File: config.mk
export PLATFORM = sky130hd
export DESIGN_NAME = max7219_chain_master
export DESIGN_NICKNAME = d
export VERILOG_FILES = /design/src/rtl/max7219_chain_master.sv
export SDC_FILE = /design/constraint.sdc
export NUM_CORES = 1
export LEC_CHECK = 0
export ABC_AREA = 1
export CAP_MARGIN = 30
export CORE_ASPECT_RATIO = 0.6
export CORE_MARGIN = 1.5
export CORE_UTILIZATION = 55
export DETAILED_ROUTE_END_ITERATION = 6
export PLACE_DENSITY = 0.75
export SLEW_MARGIN = 10
export SYNTH_ARGS = -nofsm -noshare
export SYNTH_HDL_FRONTEND = slang
export SYNTH_SLANG_ARGS = --single-unit
File: constraint.sdc
create_clock -name sck -period 2.14 [get_ports sck]
set_input_delay 0.642 -clock sck [delete_from_list [all_inputs] [get_ports sck]]
set_output_delay 0.642 -clock sck [all_outputs]
set_load 0.1 [all_outputs]
File: src/rtl/max7219_chain_master.sv
// rtl/max7219_chain_master.sv - SPI write master for a daisy chain of MAX7219 drivers
//
// Sends one N_DEV*16-bit chain word per accepted start, MSB first. The first
// 16 bits reach the far end of the chain (device N_DEV-1) and the last 16 bits
// stay in device 0. Devices that are not addressed get a NO-OP (16'h0000) slot.
//
// Ports:
//   sck        in   system clock, rising edge
//   rst_n      in   asynchronous reset, active low
//   start      in   request one chain write (sampled only while busy=0)
//   broadcast  in   1: every device gets {address,data}; 0: only dev_sel
//   dev_sel    in   target device index, 0 = nearest to mosi
//   address    in   MAX7219 register address
//   data       in   MAX7219 register data
//   busy       out  high while a frame is in progress
//   finish     out  one-cycle pulse in the last cycle of a frame
//   mosi       out  serial data to DIN of device 0
//   spi_clk    out  SPI clock, idles low
//   cs         out  LOAD/CS, active low, idles high

module max7219_chain_master #(
  parameter int N_DEV   = 4,
  parameter int CLK_DIV = 4,
  localparam int DEV_W  = (N_DEV > 1) ? $clog2(N_DEV) : 1
) (
  input  logic             sck,
  input  logic             rst_n,
  input  logic             start,
  input  logic             broadcast,
  input  logic [DEV_W-1:0] dev_sel,
  input  logic [7:0]       address,
  input  logic [7:0]       data,
  output logic             busy,
  output logic             finish,
  output logic             mosi,
  output logic             spi_clk,
  output logic             cs
);

  localparam int W       = N_DEV * 16;
  localparam int CNT_W   = $clog2(W + 1);
  localparam int DIV_W   = (CLK_DIV > 1) ? $clog2(CLK_DIV) : 1;
  localparam int DIV_PEN = (CLK_DIV > 1) ? CLK_DIV - 2 : 0;

  localparam logic [DIV_W-1:0] DIV_LAST  = DIV_W'(CLK_DIV - 1);
  localparam logic [DIV_W-1:0] DIV_PENUL = DIV_W'(DIV_PEN);
  localparam logic [CNT_W-1:0] BITS      = CNT_W'(W);

  typedef enum logic [1:0] {
    IDLE,
    SHIFT,
    HOLD,
    LATCH
  } state_t;

  state_t             state_q;
  logic [W-1:0]       sr_q;
  logic [W-1:0]       word_d;
  logic [CNT_W-1:0]   bit_cnt_q;
  logic [DIV_W-1:0]   div_q;
  logic               cs_q;
  logic               spi_clk_q;
  logic               mosi_q;
  logic               busy_q;
  logic               finish_q;

  // Chain word: slot i occupies bits [i*16 +: 16], so device 0 is shifted last.
  // An out-of-range dev_sel matches no slot and yields an all-NO-OP frame.
  always_comb begin
    word_d = '0;
    for (int unsigned i = 0; i < N_DEV; i++) begin
      if (broadcast || (32'(dev_sel) == i)) begin
        word_d[i*16 +: 16] = {address, data};
      end
    end
  end

  always_ff @(posedge sck or negedge rst_n) begin
    if (!rst_n) begin
      state_q   <= IDLE;
      sr_q      <= '0;
      bit_cnt_q <= '0;
      div_q     <= '0;
      cs_q      <= 1'b1;
      spi_clk_q <= 1'b0;
      mosi_q    <= 1'b0;
      busy_q    <= 1'b0;
      finish_q  <= 1'b0;
    end else begin
      case (state_q)
        IDLE: begin
          cs_q      <= 1'b1;
          spi_clk_q <= 1'b0;
          mosi_q    <= 1'b0;
          finish_q  <= 1'b0;
          if (start && !busy_q) begin
            state_q   <= SHIFT;
            cs_q      <= 1'b0;
            busy_q    <= 1'b1;
            mosi_q    <= word_d[W-1];
            sr_q      <= word_d << 1;
            bit_cnt_q <= '0;
            div_q     <= '0;
          end
        end

        // spi_clk_q doubles as the half-bit phase: low half then high half.
        SHIFT: begin
          if (div_q == DIV_LAST) begin
            div_q <= '0;
            if (!spi_clk_q) begin
              spi_clk_q <= 1'b1;
              bit_cnt_q <= bit_cnt_q + CNT_W'(1);
            end else begin
              spi_clk_q <= 1'b0;
              if (bit_cnt_q == BITS) begin
                state_q <= HOLD;
                mosi_q  <= 1'b0;
              end else begin
                mosi_q <= sr_q[W-1];
                sr_q   <= sr_q << 1;
              end
            end
          end else begin
            div_q <= div_q + DIV_W'(1);
          end
        end

        HOLD: begin
          if (div_q == DIV_LAST) begin
            div_q    <= '0;
            state_q  <= LATCH;
            cs_q     <= 1'b1;
            // A one-cycle LATCH is already its own last cycle.
            finish_q <= (CLK_DIV == 1);
          end else begin
            div_q <= div_q + DIV_W'(1);
          end
        end

        LATCH: begin
          if (div_q == DIV_LAST) begin
            div_q    <= '0;
            state_q  <= IDLE;
            busy_q   <= 1'b0;
            finish_q <= 1'b0;
          end else begin
            div_q    <= div_q + DIV_W'(1);
            finish_q <= (div_q == DIV_PENUL);
          end
        end

        default: begin
          state_q   <= IDLE;
          cs_q      <= 1'b1;
          spi_clk_q <= 1'b0;
          mosi_q    <= 1'b0;
          busy_q    <= 1'b0;
          finish_q  <= 1'b0;
        end
      endcase
    end
  end

  assign busy    = busy_q;
  assign finish  = finish_q;
  assign mosi    = mosi_q;
  assign spi_clk = spi_clk_q;
  assign cs      = cs_q;

endmodule

==> results.md <==
- Status: complete, no violations
- PD cells: 661 mW/mm^2
- FF-to-FF End: sr_q[61]$_DFFE_PN0P_
- Antenna violations before repair: 0
- Post-Synthesis Cells: roughly 630
- Primary FF master, synth: dfrtp_1
- Post-DRT Antenna Nets: 0
- Worst-path cell chain: inv_1 -> ha_1 -> nand2_1 -> inv_1 -> nand3_2 -> nand2_4 -> nand2_8 -> nand2_8 -> nand2_1 -> nand2_1
- Synthesized area: roughly 0.0045 mm^2
- Unrepaired setup endpoints after global routing: false
- CTS Sinks: 79
- Initial core utilization: 0.572
- Clock Tree Buf Depth: 2
- Die height: 73.4 um
- Placed cell area: 0.00487 mm^2
- FF+latch count, synth: 79
- Reg2reg setup slack: 230 ps
- First-pass GRT wire length: 18400 um
- Top delay family on crit path: simple AND/OR/NAND/NOR gates
- Worst path slowest cell: dfrtp_1
- Worst Path Required: around 2400 ps
- Die area: 0.00884 mm^2
- Layout area overhead: 14.7%
- Hold Buf Count CTS: 0
- Synth area leader: dfrtp_1
- Setup crit start: bit_cnt_q[0]$_DFFE_PN0P_
- CP most frequent cell: nand2_1
- Worst setup EP type: flop
- DR pass1 iterations: 5
- Max-slew violations: 0
- Nets: 680
- Gr ovfl total: 0
- Std cell rows: 25
- Port buffer count: 26
- Worst Skew: 5.22 ps
- Maximum capacitance violations: 0
- Vias: 4062
- Multi-input logic area: between 0.002 and 0.0025 mm^2
- Synth Warn #: 0
- Vias in the first global route: 3871
- Max rail drop VDD: roughly 0.46 mV
- Cell count of the worst reg-to-reg path: 10
- CTS Buf Count: 9
- Crit path max fanout: 63
- Final setup vio count: 0
- H-tree depth: 3
- Share of cells above drive strength 1: 0.0979
- Syn Nets: 664
- Largest net degree at the start of global routing: 80
- Final non-filler cell total: 762
- Leak: between 2 and 3 nW
- Top cells by area, synth: dfrtp_1 43%, nand2_1 26%, nand3_1 8.0%
- Asr flop ratio synth: 1.00
- # diodes: 0
- HP Class: in -> async
- Gr usage total: 0.267
- R2r startpoint: bit_cnt_q[0]$_DFFE_PN0P_
- WL per Instance: 14.0 um
- Die span in x: around 120 um
- Routability Congestion: 0.825
- Fillers: 693
- Final design instance area without fill: 0.00521 mm^2
- Crit. path cell count: 10
- WP buf/inv: 2
- Post-Route WL: 10700 um
- Vias/cell: 5.33
- Worst Max-Slew Pin Slew: 573 ps
- CP startpoint kind: flop
- Distinct cell type count after synthesis: 29
- Clock-pin slew on the worst setup and hold paths: roughly 60 ps
- Boundary Pins: 27
- Storage cell area: 0.00198 mm^2
- Skew-Pair Late Insertion Delay: 340 ps
- Core ar.: a little under 0.008 mm^2
- Syn Area/Cell: 7.18 um^2
- DP Cell Count: approximately 750
- Post-synthesis sequential area ratio: 0.435
- TritonCTS clock tree: built
- Minimum clock period: approximately 1900 ps
- Crit Path Class: reg -> reg
- DP HPWL: roughly 6700 um
- Fmax: 523 MHz
- Yosys top cell area share: 0.429
- 1st-iter DRT viols: ~420
- CTS Root Cell: clkbuf_16
- Post-CTS Setup Repair Bufs: 0
- Final TNS setup: 0 ps
- Final cycle utilization of the critical path: 0.894
- Setup crit end: sr_q[61]$_DFFE_PN0P_
- Final routed DRC violation total: 0
- Worst path max stage delay: roughly 430 ps
- Post-synth EDFFs: 0
- Worst Path Arrival: 2140 ps
- Final hold violation count: 0
- Slew Limit Headroom: 0.618
worst register-to-register path, cell delays in order, from the launching register on:
cell and delay [ps]:
dfrtp_1 430, inv_1 110, ha_1 210, nand2_1 60, inv_1 50, nand3_2 90
nand2_4 100, nand2_8 200, nand2_8 300, nand2_1 200, nand2_1 60
repair_timing:
item,CTS,global route
hold endpoints to repair,0,0
resized for setup,0,1
endpoints found under the setup margin,0,1
metrics by stage:
stage / util / hold WS [ps] / worst slack (ps) / power, mW
2_1_floorplan: - / 346 / 282 / 1.61
3_3_place_gp: 0.612 / 454 / 6.91 / 1.73
3_5_place_dp: 0.612 / 459 / -69.6 / 1.73
4_1_cts: 0.656 / 343 / 179 / 3.48
5_1_grt: 0.656 / 357 / 34.8 / 3.54
6_report: 0.656 / 307 / 227 / 3.45
Yosys cell counts (2+ instances only):
cell type    n
nand3_1     73
inv_1       33
o21ai_0     27
a21oi_1      5
buf_6       12
nand4_1      6
ha_1         9
nand2_1    320
nand2_8      2
buf_2       18
inv_2        6
dfrtp_1     78
nand2_2     13
nor2_1      15
nand2_4      2
power breakdown:
group	total (mW)	switching [mW]	internal (mW)
Sequential	1.49	0	1.49
Clock	1.75	0.597	1.15
Combinational	0.207	0.128	0.0790
flip-flops by register name, summed over array words and instances (netlist names):
register,count
mosi,1
busy,1
bit_cnt_q,7
state_q,2
spi_clk,1
cs,1
div_q,2
sr_q,63
finish,1
layout by cell type (no fill, tap or decap), drive strengths merged, types with 2 or more instances in the layout:
| cell | instances |
|---|---|
| bufinv | 2 |
| o21ai | 29 |
| ha | 9 |
| nand4 | 6 |
| nand3 | 74 |
| clkbuf | 14 |
| a21oi | 5 |
| nand2 | 337 |
| nor2 | 18 |
| buf | 18 |
| dfrtp | 78 |
| clkdlybuf4s50 | 20 |
| inv | 39 |
logic make-up (layout without fill, tap and decap cells):
logic type / after synthesis / after routing / share of synthesized area
buffers and inverters: 72 / 93 / 0.0878
flip-flops: 79 / 79 / 0.435
AND/OR/NAND/NOR: 436 / 436 / 0.409
adder cells (fa/ha/maj): 9 / 9 / 0.0248
AO/OA/AOI/OAI: 37 / 37 / 0.0435
area by class of cell:
class                      count  area share
tap                          108      0.0259
timing repair buffer          38      0.0842
inverter                      39      0.0281
clock buffer                  14      0.0545
clock inverter                 2      0.0115
sequential                    79       0.379
multi-input combinational    482       0.416
how the worst min path moves through the flow:
stage,start,to,slack [ps],cells after the start
4_1_cts,rst_n,state_q[0]$_DFFE_PN0P_,340,2
6_report,rst_n,state_q[0]$_DFFE_PN0P_,310,2
3_5_place_dp,sr_q[54]$_DFFE_PN0P_,sr_q[54]$_DFFE_PN0P_,460,2
5_1_grt,rst_n,finish$_DFFE_PN0P_,360,2
2_1_floorplan,rst_n,bit_cnt_q[0]$_DFFE_PN0P_,350,0
3_3_place_gp,sr_q[55]$_DFFE_PN0P_,sr_q[55]$_DFFE_PN0P_,450,2
per-layer routing:
metal | global-route usage | up-vias | part of all wire
li1 | - | 2006 | -
met1 | 0.378 | 1893 | 0.48
met2 | 0.413 | 148 | 0.44
met3 | 0.0637 | 15 | 0.069
met4 | 0.0745 | 0 | 0.013
met5 | 0 | - | 0
Note: power is estimated with default switching activity, not from simulation.
